## src/rtl/bus_arbiter_rr_if.sv

```systemverilog
// Shared-bus arbitration interface: requests, slave events, and grant/status back.
interface bus_arbiter_rr_if #(
  parameter int unsigned N_MASTERS = 2,
  parameter int unsigned ID_W      = (N_MASTERS > 1) ? $clog2(N_MASTERS) : 1
);
  logic [N_MASTERS-1:0] m_req;
  logic [N_MASTERS-1:0] m_grant;
  logic [N_MASTERS-1:0] m_timeout;
  logic                 bus_done;
  logic                 bus_split;
  logic [N_MASTERS-1:0] split_release;
  logic [ID_W-1:0]      owner_id;
  logic                 bus_busy;
  logic [1:0]           arb_state;

  modport master (
    output m_req, bus_done, bus_split, split_release,
    input  m_grant, m_timeout, owner_id, bus_busy, arb_state
  );

  modport slave (
    input  m_req, bus_done, bus_split, split_release,
    output m_grant, m_timeout, owner_id, bus_busy, arb_state
  );
endinterface

```

## src/rtl/bus_arbiter_rr.sv

```systemverilog
// N-master bus arbiter: round-robin or fixed priority, ownership timeout and
// slave-initiated split parking with per-master release.
module bus_arbiter_rr #(
  parameter int unsigned N_MASTERS      = 2,
  parameter int unsigned PRIORITY_MODE  = 0,
  parameter int unsigned TIMEOUT_CYCLES = 64,
  parameter int unsigned ID_W           = (N_MASTERS > 1) ? $clog2(N_MASTERS) : 1
) (
  input  logic          clk,
  input  logic          rst_n,
  bus_arbiter_rr_if.slave bus
);

  localparam int unsigned CNT_W    = (TIMEOUT_CYCLES > 1) ? $clog2(TIMEOUT_CYCLES) : 1;
  localparam int unsigned CNT_LAST = (TIMEOUT_CYCLES > 0) ? TIMEOUT_CYCLES - 1 : 0;
  localparam logic        TMO_EN   = (TIMEOUT_CYCLES != 0);

  typedef enum logic [1:0] {
    ST_IDLE    = 2'd0,
    ST_BUSY    = 2'd1,
    ST_RELEASE = 2'd2
  } state_t;

  state_t               state;
  logic [N_MASTERS-1:0] grant_q;
  logic [N_MASTERS-1:0] timeout_q;
  logic [N_MASTERS-1:0] split_mask;
  logic [ID_W-1:0]      owner;
  logic [ID_W-1:0]      rr_ptr;
  logic [CNT_W-1:0]     hold_cnt;
  logic                 busy_q;

  logic [N_MASTERS-1:0] eligible;
  logic [N_MASTERS-1:0] win_onehot;
  logic [N_MASTERS-1:0] own_onehot;
  logic [N_MASTERS-1:0] mask_nxt;
  logic [ID_W-1:0]      winner;
  logic [ID_W-1:0]      idx;
  logic                 win_valid;
  logic                 in_busy;
  logic                 ev_split;
  logic                 ev_abandon;
  logic                 ev_timeout;
  logic                 busy_exit;

  assign eligible = bus.m_req & ~split_mask;

  // Winner search; iterating from the far end leaves the nearest candidate last.
  always_comb begin
    winner    = '0;
    idx       = '0;
    win_valid = 1'b0;
    if (PRIORITY_MODE != 0) begin
      for (int i = int'(N_MASTERS) - 1; i >= 0; i--) begin
        if (eligible[ID_W'(i)]) begin
          winner    = ID_W'(i);
          win_valid = 1'b1;
        end
      end
    end else begin
      for (int off = int'(N_MASTERS); off >= 1; off--) begin
        idx = ID_W'((int'(rr_ptr) + off) % int'(N_MASTERS));
        if (eligible[idx]) begin
          winner    = idx;
          win_valid = 1'b1;
        end
      end
    end
  end

  // BUSY exit events in priority order: done, split, abandon, timeout.
  always_comb begin
    win_onehot         = '0;
    win_onehot[winner] = 1'b1;
    own_onehot         = '0;
    own_onehot[owner]  = 1'b1;
    in_busy    = (state == ST_BUSY);
    ev_split   = in_busy && !bus.bus_done && bus.bus_split;
    ev_abandon = in_busy && !bus.bus_done && !bus.bus_split && !bus.m_req[owner];
    ev_timeout = in_busy && !bus.bus_done && !bus.bus_split && bus.m_req[owner] &&
                 TMO_EN && (hold_cnt == CNT_W'(CNT_LAST));
    busy_exit  = in_busy && (bus.bus_done || ev_split || ev_abandon || ev_timeout);
    mask_nxt   = (split_mask & ~bus.split_release) | (ev_split ? own_onehot : '0);
  end

  always_ff @(posedge clk or negedge rst_n) begin
    if (!rst_n) begin
      state      <= ST_IDLE;
      grant_q    <= '0;
      timeout_q  <= '0;
      split_mask <= '0;
      owner      <= '0;
      rr_ptr     <= ID_W'(N_MASTERS - 1);
      hold_cnt   <= '0;
      busy_q     <= 1'b0;
    end else begin
      timeout_q  <= '0;
      split_mask <= mask_nxt;
      case (state)
        ST_IDLE: begin
          if (win_valid) begin
            state    <= ST_BUSY;
            grant_q  <= win_onehot;
            owner    <= winner;
            busy_q   <= 1'b1;
            hold_cnt <= '0;
            if (PRIORITY_MODE == 0) rr_ptr <= winner;
          end
        end
        ST_BUSY: begin
          hold_cnt <= hold_cnt + CNT_W'(1);
          if (busy_exit) begin
            state   <= ST_RELEASE;
            grant_q <= '0;
            busy_q  <= 1'b0;
            if (ev_timeout) timeout_q <= own_onehot;
          end
        end
        ST_RELEASE: state <= ST_IDLE;
        default:    state <= ST_IDLE;
      endcase
    end
  end

  assign bus.m_grant   = grant_q;
  assign bus.m_timeout = timeout_q;
  assign bus.owner_id  = owner;
  assign bus.bus_busy  = busy_q;
  assign bus.arb_state = state;

endmodule

```

## src/flat_wrapper.sv

```systemverilog
// flat-port wrapper written by rule: the top's interface ports become plain ports
module bus_arbiter_rr_flat 
#(
  parameter int unsigned N_MASTERS      = 2,
  parameter int unsigned PRIORITY_MODE  = 0,
  parameter int unsigned TIMEOUT_CYCLES = 64,
  parameter int unsigned ID_W           = (N_MASTERS > 1) ? $clog2(N_MASTERS) : 1
)
  (clk, rst_n, bus_m_req, bus_bus_done, bus_bus_split, bus_split_release, bus_m_grant, bus_m_timeout, bus_owner_id, bus_bus_busy, bus_arb_state);
  bus_arbiter_rr_if #(.N_MASTERS(N_MASTERS), .ID_W(ID_W)) bus_i ();
  input  logic clk;
  input  logic rst_n;
  input wire logic [$bits(bus_i.m_req)-1:0] bus_m_req;
  input wire logic [$bits(bus_i.bus_done)-1:0] bus_bus_done;
  input wire logic [$bits(bus_i.bus_split)-1:0] bus_bus_split;
  input wire logic [$bits(bus_i.split_release)-1:0] bus_split_release;
  output wire logic [$bits(bus_i.m_grant)-1:0] bus_m_grant;
  output wire logic [$bits(bus_i.m_timeout)-1:0] bus_m_timeout;
  output wire logic [$bits(bus_i.owner_id)-1:0] bus_owner_id;
  output wire logic [$bits(bus_i.bus_busy)-1:0] bus_bus_busy;
  output wire logic [$bits(bus_i.arb_state)-1:0] bus_arb_state;
  assign bus_i.m_req = bus_m_req;
  assign bus_i.bus_done = bus_bus_done;
  assign bus_i.bus_split = bus_bus_split;
  assign bus_i.split_release = bus_split_release;
  assign bus_m_grant = bus_i.m_grant;
  assign bus_m_timeout = bus_i.m_timeout;
  assign bus_owner_id = bus_i.owner_id;
  assign bus_bus_busy = bus_i.bus_busy;
  assign bus_arb_state = bus_i.arb_state;
  bus_arbiter_rr #(.N_MASTERS(N_MASTERS), .PRIORITY_MODE(PRIORITY_MODE), .TIMEOUT_CYCLES(TIMEOUT_CYCLES), .ID_W(ID_W)) u_core (.clk(clk), .rst_n(rst_n), .bus(bus_i));
endmodule
```

## config.mk

```make
export PLATFORM = sky130hd
export DESIGN_NAME = bus_arbiter_rr_flat
export DESIGN_NICKNAME = d
export VERILOG_FILES = /design/src/rtl/bus_arbiter_rr_if.sv /design/src/rtl/bus_arbiter_rr.sv /design/src/flat_wrapper.sv
export SDC_FILE = /design/constraint.sdc
export NUM_CORES = 1
export LEC_CHECK = 0
export CORE_MARGIN = 2
export CORE_UTILIZATION = 48
export DETAILED_ROUTE_END_ITERATION = 8
export PLACE_DENSITY = 0.82
export SYNTH_ARGS = -nofsm -noshare
export SYNTH_HDL_FRONTEND = slang
export SYNTH_SLANG_ARGS = --single-unit
```

## constraint.sdc

```tcl
create_clock -name clk -period 1.5 [get_ports clk]
set_input_delay 0.3 -clock clk [delete_from_list [all_inputs] [get_ports clk]]
set_output_delay 0.3 -clock clk [all_outputs]
set_load 0.005 [all_outputs]
```

==> run summary <==
The number of violations reported at the end of detailed-routing iteration 0 is 13, and the clock-pin slew on the worst setup and hold paths is 0.10 ns. The length of the first detailed-routing pass in iterations came out at 4. In this run the worst path has a maximum fanout of 3.

Ranked by total cell area, the synthesized netlist is headed by sky130_fd_sc_hd__dfrtp_1, sky130_fd_sc_hd__o21ai_0, sky130_fd_sc_hd__inv_1, sky130_fd_sc_hd__nor2b_4, sky130_fd_sc_hd__dfstp_2. The startpoint class of the critical path was an input port. In this run the static leakage power is 0.512 nW. The startpoint identified for the worst register-to-register timing path is u_core.bus.arb_state[1]. For this block, the via count after detailed routing is 667.

The final count of pins violating max slew was 0; the final global-route overflow total was 0. The die is 43.8 microns wide. The maximum clock insertion buffer count was 2.

The share of post-route cells with drive strength above 1 is 24.8%. The power density of the placed cells was 1690 mW/mm^2; the sequential-to-total area share from yosys stat was 56.2%. The congestion estimate from routability-driven global placement came to 0.809. At the pin with the least slew margin, the transition time is 0.313 ns. Measured along the y axis, the die boundary spans 43.8 microns. The number of cell rows came out at 14. Grouping stages by cell kind, the critical path spends the most delay in simple AND/OR/NAND/NOR gates. The logs give 0 for the count of max-cap constraint violations and 18 for the pin count of the biggest net entering global routing. On the critical path, the stage with the largest delay is an instance of sky130_fd_sc_hd__or4_4.

For the number of antenna violations at the first check in global routing, the log shows 0. The maximum resistive drop on vdd was 1.20 mV; the arrival time reported for the critical path endpoint was 1.70 ns. The count of buffering cells on the critical path with inverters included works out to 1. Leaving out fill and tap cells, the most frequent cells in the layout are sky130_fd_sc_hd__dfrtp_1, sky130_fd_sc_hd__buf_4, sky130_fd_sc_hd__clkdlybuf4s50_1. Global routing used 21.6% of the available tracks. The synthesized netlist occupies a cell area of 759 sq um.

The logs give 1710 microns for the wire length after detailed routing and 27 for the unique cell type count in the Yosys netlist. The mean instance size in the synthesized netlist works out to 10.4 sq um. The total area inside the core boundary comes to 0.00149 sq mm. The tools report the detailed placer's ending HPWL as 1260 microns. The cell sitting at the root of the clock tree is a sky130_fd_sc_hd__clkbuf_4. The effective utilization at floorplan is 51.0%.

Across all hold checks on the routed design, the worst slack comes to 0.348 ns. The synthesized netlist devotes 19.6% of its cell area to compound gates. The count of buffers added on input and output ports is 15. The run finished with clean final reports. Clock tree synthesis found a total of 17 sinks. The count of flip-flops with a built-in enable after synthesis was 0.

Counting flops with an async set or reset pin after synthesis yields a share of 100%. For the worst flop-to-flop path, the logic depth is 5. The share of the synthesized area in the top cell type is 52.7%, and the number of nets produced by synthesis is 82.

The via count of the first global-routing pass came out at 668. By startpoint and endpoint, the worst setup path is classified as in -> reg. The commonest non-fill, non-tap cell in the layout was sky130_fd_sc_hd__dfrtp_1. The first global-routing pass estimated 2970 microns of wire. The tools report the required time at the endpoint of the critical path as 1.73 ns. The later pin in the worst-skew pair is clocked with a latency of 0.29 ns. The die covers 0.00192 sq mm. The logs give 1 for the maximum level of the CTS H-tree and 0.680 GHz for the top achievable clock speed. After technology mapping, the gate count stands at 73. Of the total synthesized cell area, the portion taken by AND, OR, NAND and NOR gates is 16.8%.

Compared with the post-synthesis result, the final layout area differs by 42.3%. The count of nets left with antenna violations once routing finished came out at 0. The final critical delay including setup and external delays was 1.47 ns; the fraction of the mapped netlist area in adder cells was 1.65%. In this run the tightest slew margin relative to its limit is 79.0%. TritonCTS built the clock tree. On the final layout, the worst clock skew is 0.00179 ns. The Yosys step of the flow raised 0 warnings.

The post-placement cell area is 0.00100 sq mm, and the number of nets in the layout is 115. The number of antenna diodes in the final layout is 0. Of the total synthesized cell area, the portion taken by XOR and XNOR cells is 0%. After synthesis, the largest family of logic cells by area is compound AO/OA/AOI/OAI gates. The filler cells instantiated in the layout total 102. Summed over all instances, the cell type with the most area after synthesis is sky130_fd_sc_hd__dfrtp_1. In the final routed layout, each cell accounts on average for 14.1 microns.

The multiplexer fraction of the synthesized cell area was 1.32%; the setup slack on the worst flop-to-flop path was 0.06 ns. The tools report the boundary pin count as 16. Clock tree synthesis inserted a total of 3 buffers. The share of the cycle needed by the critical path after routing is 98.1%. The worst register-to-register path ends at u_core.hold_cnt[5]. For this run, the leading register cell type out of synthesis is sky130_fd_sc_hd__dfrtp_1. The count of state elements after synthesis was 17; the delay of the slowest cell on the worst path was 0.52 ns. The tools report the endpoint class of the critical path as a register. The number of DRC violations after detailed routing was 0; the hold violation total from the final report was 0. Walking the worst path, the cells encountered are clkdlybuf4s50_1 > nor2b_4 > o31ai_2 > or4_4 > a21oi_2.

Setup violations remaining at the end of the flow were counted as 0. Worst min-delay path category: in -> async. The number of vias per cell after detailed routing is 5.51, and the final non-filler cell area is 0.00108 sq mm.
[worst max-delay path by stage]
stage,endpoint,start,depth (start not counted),slack [ns]
6_report,u_core.hold_cnt[5],bus_m_req[0],5,0.03
5_1_grt,u_core.hold_cnt[5],bus_m_req[0],5,-0.002
4_1_cts,bus_owner_id,u_core.bus.owner_id,1,0.02
3_5_place_dp,u_core.hold_cnt[5],bus_m_req[0],5,-0.28
3_3_place_gp,u_core.hold_cnt[5],bus_m_req[0],5,-0.22
2_1_floorplan,u_core.hold_cnt[5],u_core.split_mask[0],4,0.15
[layout make-up]
class | instances | area (sq um) | area share (%)
multi-input cells | 47 | 317 | 29.3
clock inverters | 1 | 5.00 | 0.463
well taps | 16 | 20.0 | 1.85
flip-flops and latches | 17 | 427 | 39.5
clock buffers | 3 | 22.5 | 2.08
inverters | 8 | 30.0 | 2.78
repair buffers | 29 | 260 | 24.1
[synthesized netlist by cell type (2+ instances only)]
library cell	number
sky130_fd_sc_hd__a21boi_0	2
sky130_fd_sc_hd__a21oi_1	5
sky130_fd_sc_hd__dfrtp_1	16
sky130_fd_sc_hd__inv_1	8
sky130_fd_sc_hd__nand2_1	6
sky130_fd_sc_hd__nand3_1	3
sky130_fd_sc_hd__nor2_1	2
sky130_fd_sc_hd__nor2b_4	2
sky130_fd_sc_hd__nor3_1	3
sky130_fd_sc_hd__o21ai_0	6
sky130_fd_sc_hd__o22ai_1	3
sky130_fd_sc_hd__or3_1	2
[per-stage QoR]
stage | setup TNS, ns | utilization, % | power (mW) | setup slack (ns) | instances
floorplan | 0 | - | 1.09 | 0.151 | 73
global placement | -1.16 | 67.2 | 1.46 | -0.217 | 113
detailed placement | -1.46 | 67.2 | 1.49 | -0.283 | 113
CTS | 0 | 70.6 | 1.80 | 0.0174 | 120
global route | -0.00206 | 72.6 | 1.96 | -0.00206 | 121
finish | 0 | 72.6 | 1.82 | 0.0290 | 121
[sequential cells by signal, indices dropped and copies added, names as in the netlist]
register,cells
u_core.bus.arb_state,2
u_core.bus.bus_busy,1
u_core.bus.m_grant,2
u_core.bus.m_timeout,2
u_core.bus.owner_id,1
u_core.hold_cnt,6
u_core.rr_ptr,1
u_core.split_mask,2
[logic make-up after synthesis]
family,after synthesis
buffers and inverters,9
AO/OA/AOI/OAI,23
multiplexers,1
AND/OR/NAND/NOR,22
adder cells (fa/ha/maj),1
flip-flops,17
[timing repair]
| item | in CTS | in global routing |
|---|---|---|
| hold buffers | 0 | 0 |
| setup buffers | 3 | 1 |
| pin swaps | 0 | 1 |
| gates resized for setup | 0 | 6 |
| setup endpoints to repair | 3 | 7 |
[power by group]
group          internal (mW)  leakage [nW]  switching, mW  total [mW]
sequential             0.611         0.221         0.0943       0.705
clock                 0.0992        0.0177          0.145       0.244
combinational          0.459         0.274          0.414       0.873
total                   1.17         0.512          0.654        1.82
[layer usage]
metal | track usage [%] | vias up | share of wire (%)
met5 | 0 | - | 0
met4 | 10.9 | 0 | 1.7
met3 | 3.75 | 4 | 3.4
met2 | 32.6 | 19 | 49
met1 | 29.8 | 320 | 46
li1 | - | 324 | -
[worst reg2reg max path, cell delays in order, from the launching register on]
cell                      delay (ns)
sky130_fd_sc_hd__dfrtp_1        0.39
sky130_fd_sc_hd__buf_4          0.14
sky130_fd_sc_hd__inv_1          0.08
sky130_fd_sc_hd__o31ai_2        0.10
sky130_fd_sc_hd__or4_4          0.52
sky130_fd_sc_hd__a21oi_2        0.15
(Power assumes the default switching activity.)
